==> config.mk <==
export PLATFORM = sky130hd
export DESIGN_NAME = occupied_width_table
export DESIGN_NICKNAME = d
export VERILOG_FILES = /design/src/rtl/occupied_width_table.sv
export SDC_FILE = /design/constraint.sdc
export NUM_CORES = 1
export LEC_CHECK = 0
export CORE_MARGIN = 3
export CORE_UTILIZATION = 55
export DETAILED_ROUTE_END_ITERATION = 6
export GPL_ROUTABILITY_DRIVEN = 0
export GPL_TIMING_DRIVEN = 0
export HOLD_SLACK_MARGIN = 0.12
export PLACE_DENSITY = 0.74
export SLEW_MARGIN = 20
export SYNTH_ARGS = -nofsm -noshare
export SYNTH_HDL_FRONTEND = slang
export SYNTH_SLANG_ARGS = --single-unit
==> constraint.sdc <==
create_clock -name clk -period 11.1 [get_ports clk]
set_input_delay 2.22 -clock clk [delete_from_list [all_inputs] [get_ports clk]]
set_output_delay 2.22 -clock clk [all_outputs]
set_load 0.03 [all_outputs]
==> src/rtl/occupied_width_table.sv <==
// Per-ID occupied-width table: allocate/release writes, NUM_RD write-first read ports,
// swept clear and sticky error flags. Build option: OWT_SATURATE_EN (clamp instead of wrap).
module occupied_width_table #(
    parameter int NUM_IDS  = 14,
    parameter int ID_W     = 4,
    parameter int WIDTH_W  = 7,
    parameter int AMT_W    = 5,
    parameter int NUM_RD   = 3,
    parameter int CAPACITY = 127
) (
    input  logic                      clk,
    input  logic                      rst,
    input  logic                      en,
    input  logic                      wr_valid,
    output logic                      wr_ready,
    input  logic                      wr_op,
    input  logic [ID_W-1:0]           wr_id,
    input  logic [AMT_W-1:0]          wr_amt,
    input  logic                      rd_valid,
    input  logic [NUM_RD*ID_W-1:0]    rd_id,
    output logic [NUM_RD*WIDTH_W-1:0] rd_width,
    output logic                      rd_ovalid,
    input  logic                      clr_req,
    output logic                      busy,
    output logic                      err_ovf,
    output logic                      err_udf,
    output logic                      err_id,
    input  logic                      err_clr
);
    typedef enum logic [0:0] {ST_IDLE = 1'b0, ST_CLEAR = 1'b1} state_t;

    localparam logic [WIDTH_W-1:0] CAP_VAL  = WIDTH_W'(CAPACITY);
    localparam logic [WIDTH_W:0]   CAP_EXT  = (WIDTH_W+1)'(CAPACITY);
    localparam logic [ID_W:0]      ID_LIMIT = (ID_W+1)'(NUM_IDS);
    localparam logic [ID_W-1:0]    LAST_ID  = ID_W'(NUM_IDS - 1);
    localparam logic [ID_W-1:0]    FIRST_ID = ID_W'(1);
    localparam logic [WIDTH_W-1:0] ZERO_W   = {WIDTH_W{1'b0}};

    state_t                    state_r, state_next_s;
    logic [ID_W-1:0]           ptr_r;
    logic                      busy_r, wr_ready_r;
    logic [WIDTH_W-1:0]        table_r [NUM_IDS];
    logic                      clr_now_s;
    logic                      wr_fire_s, wr_legal_s;
    logic [WIDTH_W-1:0]        wr_cur_s, wr_new_s;
    logic [WIDTH_W:0]          wr_ext_s, wr_res_s;
    logic                      ovf_s, udf_s;
    logic [NUM_RD*WIDTH_W-1:0] rd_val_s, rd_width_r;
    logic                      rd_bad_s, rd_ovalid_r;
    logic                      err_ovf_r, err_udf_r, err_id_r;
    logic                      set_ovf_s, set_udf_s, set_id_s;

    function automatic logic id_exists(input logic [ID_W-1:0] id);
        return ({1'b0, id} < ID_LIMIT);
    endfunction

    // ID 0 is reserved: it reads as CAPACITY and can never be written
    function automatic logic id_writable(input logic [ID_W-1:0] id);
        return (id != {ID_W{1'b0}}) && id_exists(id);
    endfunction

    assign wr_fire_s  = wr_valid & wr_ready_r & en;
    assign wr_legal_s = id_writable(wr_id);
    assign wr_ext_s   = {{(WIDTH_W+1-AMT_W){1'b0}}, wr_amt};

    // Clear-sweep FSM next state; clr_now_s marks the cycle an entry is zeroed
    always_comb begin
        state_next_s = state_r;
        clr_now_s    = 1'b0;
        case (state_r)
            ST_IDLE: begin
                if (en && clr_req) begin
                    state_next_s = ST_CLEAR;
                end else begin
                    state_next_s = ST_IDLE;
                end
            end
            ST_CLEAR: begin
                if (en) begin
                    clr_now_s = 1'b1;
                    if (ptr_r == LAST_ID) begin
                        state_next_s = ST_IDLE;
                    end else begin
                        state_next_s = ST_CLEAR;
                    end
                end else begin
                    state_next_s = ST_CLEAR;
                end
            end
            default: state_next_s = ST_IDLE;
        endcase
    end

    // FSM state, sweep pointer and registered handshake/status outputs
    always_ff @(posedge clk) begin
        if (rst) begin
            state_r    <= ST_IDLE;
            ptr_r      <= FIRST_ID;
            busy_r     <= 1'b0;
            wr_ready_r <= 1'b1;
        end else if (en) begin
            state_r    <= state_next_s;
            busy_r     <= (state_next_s == ST_CLEAR);
            wr_ready_r <= (state_next_s != ST_CLEAR);
            if (state_r == ST_IDLE) begin
                ptr_r <= FIRST_ID;
            end else begin
                ptr_r <= ptr_r + ID_W'(1);
            end
        end
    end

    // Add/subtract one bit wider than the entry so the carry/borrow exposes over/underflow
    always_comb begin
        wr_cur_s = ZERO_W;
        if (wr_legal_s) begin
            wr_cur_s = table_r[wr_id];
        end else begin
            wr_cur_s = ZERO_W;
        end
        if (wr_op == 1'b0) begin
            wr_res_s = {1'b0, wr_cur_s} + wr_ext_s;
            ovf_s    = (wr_res_s > CAP_EXT);
            udf_s    = 1'b0;
        end else begin
            wr_res_s = {1'b0, wr_cur_s} - wr_ext_s;
            ovf_s    = 1'b0;
            udf_s    = wr_res_s[WIDTH_W];
        end
`ifdef OWT_SATURATE_EN
        if (ovf_s) begin
            wr_new_s = CAP_VAL;
        end else if (udf_s) begin
            wr_new_s = ZERO_W;
        end else begin
            wr_new_s = wr_res_s[WIDTH_W-1:0];
        end
`else
        wr_new_s = wr_res_s[WIDTH_W-1:0];
`endif
    end

    // Per-port read value with write-first forwarding and sweep bypass
    always_comb begin
        rd_val_s = {(NUM_RD*WIDTH_W){1'b0}};
        rd_bad_s = 1'b0;
        for (int k = 0; k < NUM_RD; k++) begin
            if (rd_id[k*ID_W +: ID_W] == {ID_W{1'b0}}) begin
                rd_val_s[k*WIDTH_W +: WIDTH_W] = CAP_VAL;
            end else if (!id_exists(rd_id[k*ID_W +: ID_W])) begin
                rd_val_s[k*WIDTH_W +: WIDTH_W] = ZERO_W;
                rd_bad_s = 1'b1;
            end else if (wr_fire_s && wr_legal_s && (wr_id == rd_id[k*ID_W +: ID_W])) begin
                rd_val_s[k*WIDTH_W +: WIDTH_W] = wr_new_s;
            end else if (clr_now_s && (ptr_r == rd_id[k*ID_W +: ID_W])) begin
                rd_val_s[k*WIDTH_W +: WIDTH_W] = ZERO_W;
            end else begin
                rd_val_s[k*WIDTH_W +: WIDTH_W] = table_r[rd_id[k*ID_W +: ID_W]];
            end
        end
    end

    // Table storage: sweep and writes never coincide because writes stall during CLEAR
    always_ff @(posedge clk) begin
        if (rst) begin
            for (int i = 0; i < NUM_IDS; i++) begin
                table_r[i] <= ZERO_W;
            end
        end else if (clr_now_s) begin
            table_r[ptr_r] <= ZERO_W;
        end else if (wr_fire_s && wr_legal_s) begin
            table_r[wr_id] <= wr_new_s;
        end
    end

    // Read output registers
    always_ff @(posedge clk) begin
        if (rst) begin
            rd_width_r  <= {(NUM_RD*WIDTH_W){1'b0}};
            rd_ovalid_r <= 1'b0;
        end else if (en) begin
            if (rd_valid) begin
                rd_width_r  <= rd_val_s;
                rd_ovalid_r <= 1'b1;
            end else begin
                rd_ovalid_r <= 1'b0;
            end
        end
    end

    assign set_ovf_s = wr_fire_s & wr_legal_s & ovf_s;
    assign set_udf_s = wr_fire_s & wr_legal_s & udf_s;
    assign set_id_s  = (wr_fire_s & ~wr_legal_s) | (en & rd_valid & rd_bad_s);

    // Sticky error flags; a new error outranks err_clr in the same cycle
    always_ff @(posedge clk) begin
        if (rst) begin
            err_ovf_r <= 1'b0;
            err_udf_r <= 1'b0;
            err_id_r  <= 1'b0;
        end else if (en) begin
            err_ovf_r <= set_ovf_s | (err_ovf_r & ~err_clr);
            err_udf_r <= set_udf_s | (err_udf_r & ~err_clr);
            err_id_r  <= set_id_s  | (err_id_r  & ~err_clr);
        end
    end

    assign wr_ready  = wr_ready_r;
    assign busy      = busy_r;
    assign rd_width  = rd_width_r;
    assign rd_ovalid = rd_ovalid_r;
    assign err_ovf   = err_ovf_r;
    assign err_udf   = err_udf_r;
    assign err_id    = err_id_r;
endmodule

# ---- Yosys cells after proc, flatten, opt, wreduce, memory -nomap -nowiden
# Memory sizes are Yosys's and may differ from the RTL's.
# Index checks and enable logic that the tools add are counted.
dict set report totals {
  register_bits 31
  ramBits 98
  out_inout_bits 27
  elab_cells 104
  mem_count 1
}
dict set report classes {
  addsub 3
  order_cmp 5
  n_eq_ne 7
  mux 45
  bitwise_logic 19
  reduce_logical 16
}
# name depth word_bits rd rd_clocked_by_memory_dff wr line
set mem_list {}
lappend mem_list {table_r 14 7 4 0 14 42} ;# logic [WIDTH_W-1:0] table_r [NUM_IDS];
# op n
set op_table {}
lappend op_table {{2-to-1 mux 7 bit} 16}
lappend op_table {{2-to-1 mux 1 bit} 25}
lappend op_table {{equality test 4 bit} 6}
lappend op_table {{< comparator 4 bit, second input constant} 4}
lappend op_table {{OR reduction 7 bit} 2}
lappend op_table {{zero test 4 bit} 3}
lappend op_table {{2-to-1 mux 4 bit} 3}
lappend op_table {{AND 1 bit} 11}
lappend op_table {{logical AND 1 bit} 9}
lappend op_table {{adder 7 x 5 -> 8 bit} 1}
lappend op_table {{> comparator 8 x 7 -> 1 bit, second input constant} 1}
lappend op_table {{subtractor 7 x 5 -> 8 bit} 1}
lappend op_table {{adder 4 x 1 -> 4 bit, second input constant} 1}
lappend op_table {{equality test 4 bit, second input constant} 1}
lappend op_table {{NOT 1 bit} 4}
lappend op_table {{bitwise OR 1 bit} 4}
lappend op_table {{nonzero test 4 bit} 1}
lappend op_table {{case mux 1 bit (2 select lines)} 1}
lappend op_table {{AND reduction 2 bit} 1}

# ---- Depth between registers and ports, before layout
# Gate-level depths: netlist of the first run.
dict set report depth {
  ltp_word 10
  depth_mapped 21
}

# ---- Worst setup path after synthesis of the first run
# OpenSTA, ideal clock, no wires.
dict set report synth_timing {
  path_kind {input port to flip-flop}
  startpoint {input port wr_id[0]}
  endpoint {memory table_r[10][6], data pin}
  setup_time_ps 260
  t_arrival_ps 5956
  t_required_ps 10840
  path_slack_ps 4884
  stages 14
  path_buffers 4
  path_cell_list {buf_6 > buf_8 > buf_1 > mux4_2 > mux4_2 > and2_1 > ha_1 > inv_1 > nor4_1 > a2111oi_0 > or4_4 > o2111ai_4 > buf_6 > nor2_2}
}
# item line
set synth_lines {}
lappend synth_lines {{from (decl)} 17} ;# input logic [ID_W-1:0] wr_id,
lappend synth_lines {{to (decl)} 42}

==> metrics, run 1 <==
total negative slack=0 ps; area of the mapped netlist=10400 sq um; most frequent cells after synthesis=mux4_2 (121), edfxtp_1 (112), nor2_1 (77), clkbuf_1 (47), nand2_1 (43); RSZ-0062 raised after global routing=false; TritonCTS Sinks=143; chip width=~140 microns; Final ANT Viol Nets=0; Setup Fix Bufs, Post-CTS=0; FF-to-FF setup slack=6640 ps; CTS tree=built; Cell Pwr Density=around 130 nW/um^2; largest net degree at the start of global routing=17; clk_skew=11.1 ps; All-Layer GR Usage=between 30% and 40%; synthesis-to-finish area growth=13.3%; sequential share of the synthesized area=between 30 and 40%; number of synthesized register bits=about 140; initial antenna violation count=1; Hold Vio Cnt, Final=0; global route overflow=0; Post-Route WL=34.1 mm; worst skew pair latency=between 400 and 500 ps; DP Wirelength=approximately 25 mm; HP Class=reg -> reg; worst slew pin tran=approximately 1100 ps; period utilization=a little under 70%; failing checks=design-rule violations; ranking of synthesized cells by area=edfxtp_1 (32%), mux4_2 (26%), dfxtp_1 (6.0%), nor2_1 (2.8%), mux2i_1 (2.1%); most numerous cell in the Yosys netlist=mux4_2; Yosys cell types=a little under 80; drt pass-1 iters=7; cts hold-fix bufs=0; hold_ws=between 400 and 500 ps; post-CTS sizing=0; max_slew headroom=26.4%; Worst VDD drop=103 uV; top_reg_cell synth=edfxtp_1; Leakage=between 3 and 4 nW; final setup fails=0; Post-layout nets=970; Critical Path Start Type=primary input; die area=approximately 20000 sq um; Die Ht=143 microns; Worst Setup End Kind=flip-flop; number of enable flip-flop cells after synthesis=112; I/O pins=between 50 and 60; Syn Inst Count=about 860; Initial Util=a little under three fifths; post-layout util=64.4%; Avg Cell Area, Syn=approximately 12 sq um; max-capacitance violation count=0; status=finished, violations left; Worst EP required=approximately 11000 ps; Synth area leader=edfxtp_1; Root Driver=clkbuf_16; CP max FO=10; Setup Crit Path Kind=in -> reg; CTS max path bufs=2; Std-Cell Rows=slightly below 50; share of layout cells above drive strength 1=22.9%; drt wl/cell=between 20 and 30 microns; Final min period=~7600 ps; total number of vias=between 8000 and 9000; top-area cell type share of the netlist area=about a third; drt initial violations=around 1200; worst path arrival time=around 8000 ps; fmax=around 0.13 GHz; Synth Warn #=0; Final Slew Violations=0; number of fill cells in the layout=roughly 1400; number of global-route vias before repair=8310; Core ar.=between 15000 and 20000 sq um; htree depth=4; vias per cell=roughly 7.2; DRC viols=5; cts bufs inserted=17; ys async rst share=0%; first-pass GRT wire length=~51 mm; Buffers on Ports=47; Antenna diodes=0; Clk pin slew, worst setup/hold paths=around 70 ps
==> final timing paths <==
path	cells after the start	to	from
setup / recovery	20	table_r[14][5]	wr_id[0]
hold / removal	2	err_udf	err_udf
setup reg to reg	16	table_r[14][5]	table_r[1][0]
hold reg to reg	2	err_udf	err_udf
==> report_power, final <==
group | internal, mW | switching (mW) | leakage, nW
clock network | 0.316 | 0.262 | 0.280
registers | 0.597 | 0.0218 | 1.40
logic | 0.139 | 0.202 | 2.28
==> cells in the final DEF (no fill, tap or decap), types with 10 or more instances in the layout <==
| cell | instances |
|---|---|
| a211oi_2 | 10 |
| a21oi_1 | 40 |
| buf_1 | 10 |
| clkbuf_1 | 47 |
| clkbuf_16 | 17 |
| clkdlybuf4s50_1 | 47 |
| dfxtp_1 | 31 |
| edfxtp_1 | 112 |
| inv_1 | 21 |
| mux2i_1 | 22 |
| mux4_2 | 121 |
| nand2_1 | 43 |
| nand2b_1 | 23 |
| nand3_1 | 26 |
| nor2_1 | 77 |
| nor3_1 | 40 |
| o21ai_0 | 15 |
| xnor2_1 | 10 |
| xor2_1 | 17 |
==> flip-flops by register name (all words and copies together), names as in the netlist <==
name and flops:
table_r 112, err_ovf 1, rd_width 21, busy 1, err_id 1, wr_ready 1
rd_ovalid 1, err_udf 1, ptr_r 4
==> critical path, stage by stage <==
cell,delay [ps]
clkdlybuf4s50_1,680
buf_6,200
buf_8,170
buf_1,680
mux4_2,600
nand2_1,80
nand2_1,70
o21ai_0,530
nand2b_1,220
inv_1,50
ha_1,210
nand2_1,100
and3b_1,190
nor4b_1,140
a311oi_1,270
o32ai_1,210
a32o_1,270
o211ai_2,430
buf_2,350
nor2_1,100
==> per-stage QoR <==
stage | instances | area (sq um) | total power, mW | setup slack [ps]
floorplan | 867 | 10400 | 0.849 | 4880
global placement | 1143 | 11100 | 0.955 | 3150
detailed placement | 1143 | 11200 | 0.958 | 3110
CTS | 1175 | 11700 | 1.52 | 3560
global route | 1175 | 11700 | 1.57 | 3180
finish | 1175 | 11700 | 1.54 | 3470
==> cells by family (layout without fill, tap and decap cells) <==
| family | Yosys count | in the layout | synth area share, % |
|---|---|---|---|
| AO/OA/AOI/OAI | 159 | 159 | 11.3 |
| XOR/XNOR | 28 | 28 | 2.44 |
| adder cells (fa/ha/maj) | 9 | 9 | 1.06 |
| buffers and inverters | 100 | 179 | 4.54 |
| flip-flops | 143 | 143 | 38.5 |
| multiplexers | 148 | 148 | 29.0 |
| other | 1 | 7 | 0.0362 |
| AND/OR/NAND/NOR | 273 | 273 | 13.2 |
==> area by class of cell <==
class,count,area (sq um),area share (%)
clock buffer,18,429,3.66
multi-input combinational,624,5940,50.6
timing repair buffer,47,470,4.01
sequential,143,3980,34.0
buffer,77,388,3.31
tap,229,287,2.44
inverter,23,86.3,0.736
clock inverter,14,148,1.26
==> per-layer routing <==
layer	track usage, %	part of all wire (%)	vias to the layer above
li1	-	-	3542
met4	18.7	6.2	2
met1	42.8	35	4098
met3	13.0	13	150
met5	0	0.021	-
met2	52.1	45	708
Power figures use the tool's default switching activity.
==> run 2: changes to the inputs <==
--- a/config.mk
+++ b/config.mk
@@ -11,7 +11,7 @@
 export GPL_ROUTABILITY_DRIVEN = 0
 export GPL_TIMING_DRIVEN = 0
 export HOLD_SLACK_MARGIN = 0.12
-export PLACE_DENSITY = 0.74
+export PLACE_DENSITY = 0.77
 export SLEW_MARGIN = 20
 export SYNTH_ARGS = -nofsm -noshare
 export SYNTH_HDL_FRONTEND = slang
==> constraint.sdc (replaced) <==
create_clock -name clk -period 6.57 [get_ports clk]
set_input_delay 1.314 -clock clk [delete_from_list [all_inputs] [get_ports clk]]
set_output_delay 1.314 -clock clk [all_outputs]
set_load 0.03 [all_outputs]
==> metrics, run 2 (synthesis gave the netlist of run 1 again) <==
status=completed; pre-CTS WS=-515 ps; All-Layer GR Usage=33.4%; crit-path most repeated cell=nand2_1; HP Class=reg -> reg; Top reg by flops=table_r; number of global-route vias before repair=8113; Root Driver=clkbuf_16; Post-layout nets=between 900 and 1000; worst skew pair latency=~450 ps; Critical Path Max Stage Delay=roughly 710 ps; global route overflow=0; drt wl/cell=between 20 and 30 microns; most frequent cells in the layout=mux4_2 (121), edfxtp_1 (112), nor2_1 (77), clkbuf_1 (47), clkdlybuf4s50_1 (47); I/O pins=56; CTS tree=built; met1 usage=43.5%; CP Launch Point=wr_id[0]; Hold Vio Cnt, Final=0; worst path arrival time=around 6300 ps; CP max stage cell=clkdlybuf4s50_1; share of layout cells above drive strength 1=22.9%; Antenna diodes=0; CTS max path bufs=2; final setup fails=0; Setup Crit Path Kind=in -> reg; met2 Track Usage GR=between 40 and 50%; worst slew pin tran=1140 ps; most used routing layer=met2; TritonCTS Sinks=approximately 140; Initial Util=between 50% and 60%; Largest register FFs=about 110; FF-to-FF path depth=16; htree depth=4; Final Slew Violations=0; worst setup path end=table_r[9][5]; min setup slack post-route=432 ps; Core ar.=~18000 sq um; drt pass-1 iters=6; chip width=143 microns; Post-Route WL=between 30 and 40 mm; fmax=0.163 GHz; commonest non-fill, non-tap cell in the layout=mux4_2; Cell Pwr Density=roughly 220 nW/um^2; Die Ht=about 140 microns; total number of vias=approximately 8600; drt initial violations=1264; die area=20500 sq um; design area=~12000 sq um; largest net degree at the start of global routing=20; max_slew headroom=23.9%; met3 Track Usage GR=a little under an eighth; initial antenna violation count=0; Worst Hold Depth=2; first-pass GRT wire length=about 50 mm; total negative slack=0 ps; Worst VDD drop=~210 uV; post-layout util=64.3%; Clk pin slew, worst setup/hold paths=70 ps; vias per cell=roughly 7.3; number of fill cells in the layout=about 1400; max-capacitance violation count=0; Final min period=between 6000 and 7000 ps; Buffers on Ports=47; Critical Path Start Type=primary input; Worst Setup End Kind=flip-flop; CP max FO=19; RSZ-0062 raised after global routing=false; FF-to-FF End=table_r[9][5]; Final ANT Viol Nets=0; post-CTS sizing=0; hold_ws=460 ps; Std-Cell Rows=between 40 and 50; dpl cell area=roughly 11000 sq um; clk_skew=7.47 ps; DP Wirelength=~25 mm; synthesis-to-finish area growth=13.0%; Worst EP required=6730 ps; DRC viols=0; FF-to-FF setup slack=2100 ps; RR Startpoint=table_r[3][0]; crit-path cells=clkdlybuf4s50_1 -> buf_6 -> buf_8 -> mux4_2 -> nand2_1 -> nand2_1 -> o21ai_0 -> nand2b_1 -> inv_1 -> ha_1 -> nand2_1 -> and3b_1 -> nor4b_1 -> a311oi_1 -> o32ai_1 -> a32o_1 -> o211ai_2 -> buf_2 -> nor3_1; cts bufs inserted=17; Leakage=3.93 nW; period utilization=93.4%
-- run 2: what timing repair did --
item,in CTS,in global routing
hold buffers,0,0
setup endpoints to repair,10,0
setup buffers,0,0
-- run 2: final cells by class --
cell class                      instances  area [sq um]  share of cell area, %
Multi-Input combinational cell        624          5940                   50.7
Sequential cell                       143          3980                   34.0
Timing Repair Buffer                   47           470                   4.02
Clock buffer                           17           425                   3.63
Buffer                                 76           383                   3.27
Tap cell                              229           287                   2.45
Clock inverter                         15           130                   1.11
Inverter                               23          86.3                  0.738
-- run 2: how the worst min path moves through the flow --
stage | start | endpoint | slack (ps)
3_3_place_gp | err_udf | err_udf | 450
5_1_grt | err_udf | err_udf | 510
4_1_cts | err_udf | err_udf | 460
2_1_floorplan | err_udf | err_udf | 580
3_5_place_dp | err_udf | err_udf | 450
6_report | err_udf | err_udf | 460
-- run 2: where the power goes --
group          internal, mW  switching [mW]
combinational         0.235           0.342
clock                 0.494           0.442
sequential             1.01          0.0362
-- run 2: per-stage QoR --
stage               total power [mW]  cells
floorplan                       1.43    867
global placement                1.61   1143
detailed placement              1.62   1143
CTS                             2.53   1174
global route                    2.62   1174
finish                          2.56   1174
-- run 2: critical path, delay by kind of cell --
| kind | cells | cell delay [ps] |
|---|---|---|
| compound gates | 5 | 1730 |
| buf+inv | 5 | 1590 |
| simple gates | 7 | 880 |
| mux | 1 | 570 |
| fa+ha+maj | 1 | 210 |
-- run 2: routing by layer --
metal,vias up,part of all wire [%]
met5,-,0.12
met4,3,6.5
met3,167,16
met2,845,43
met1,4068,34
li1,3538,-
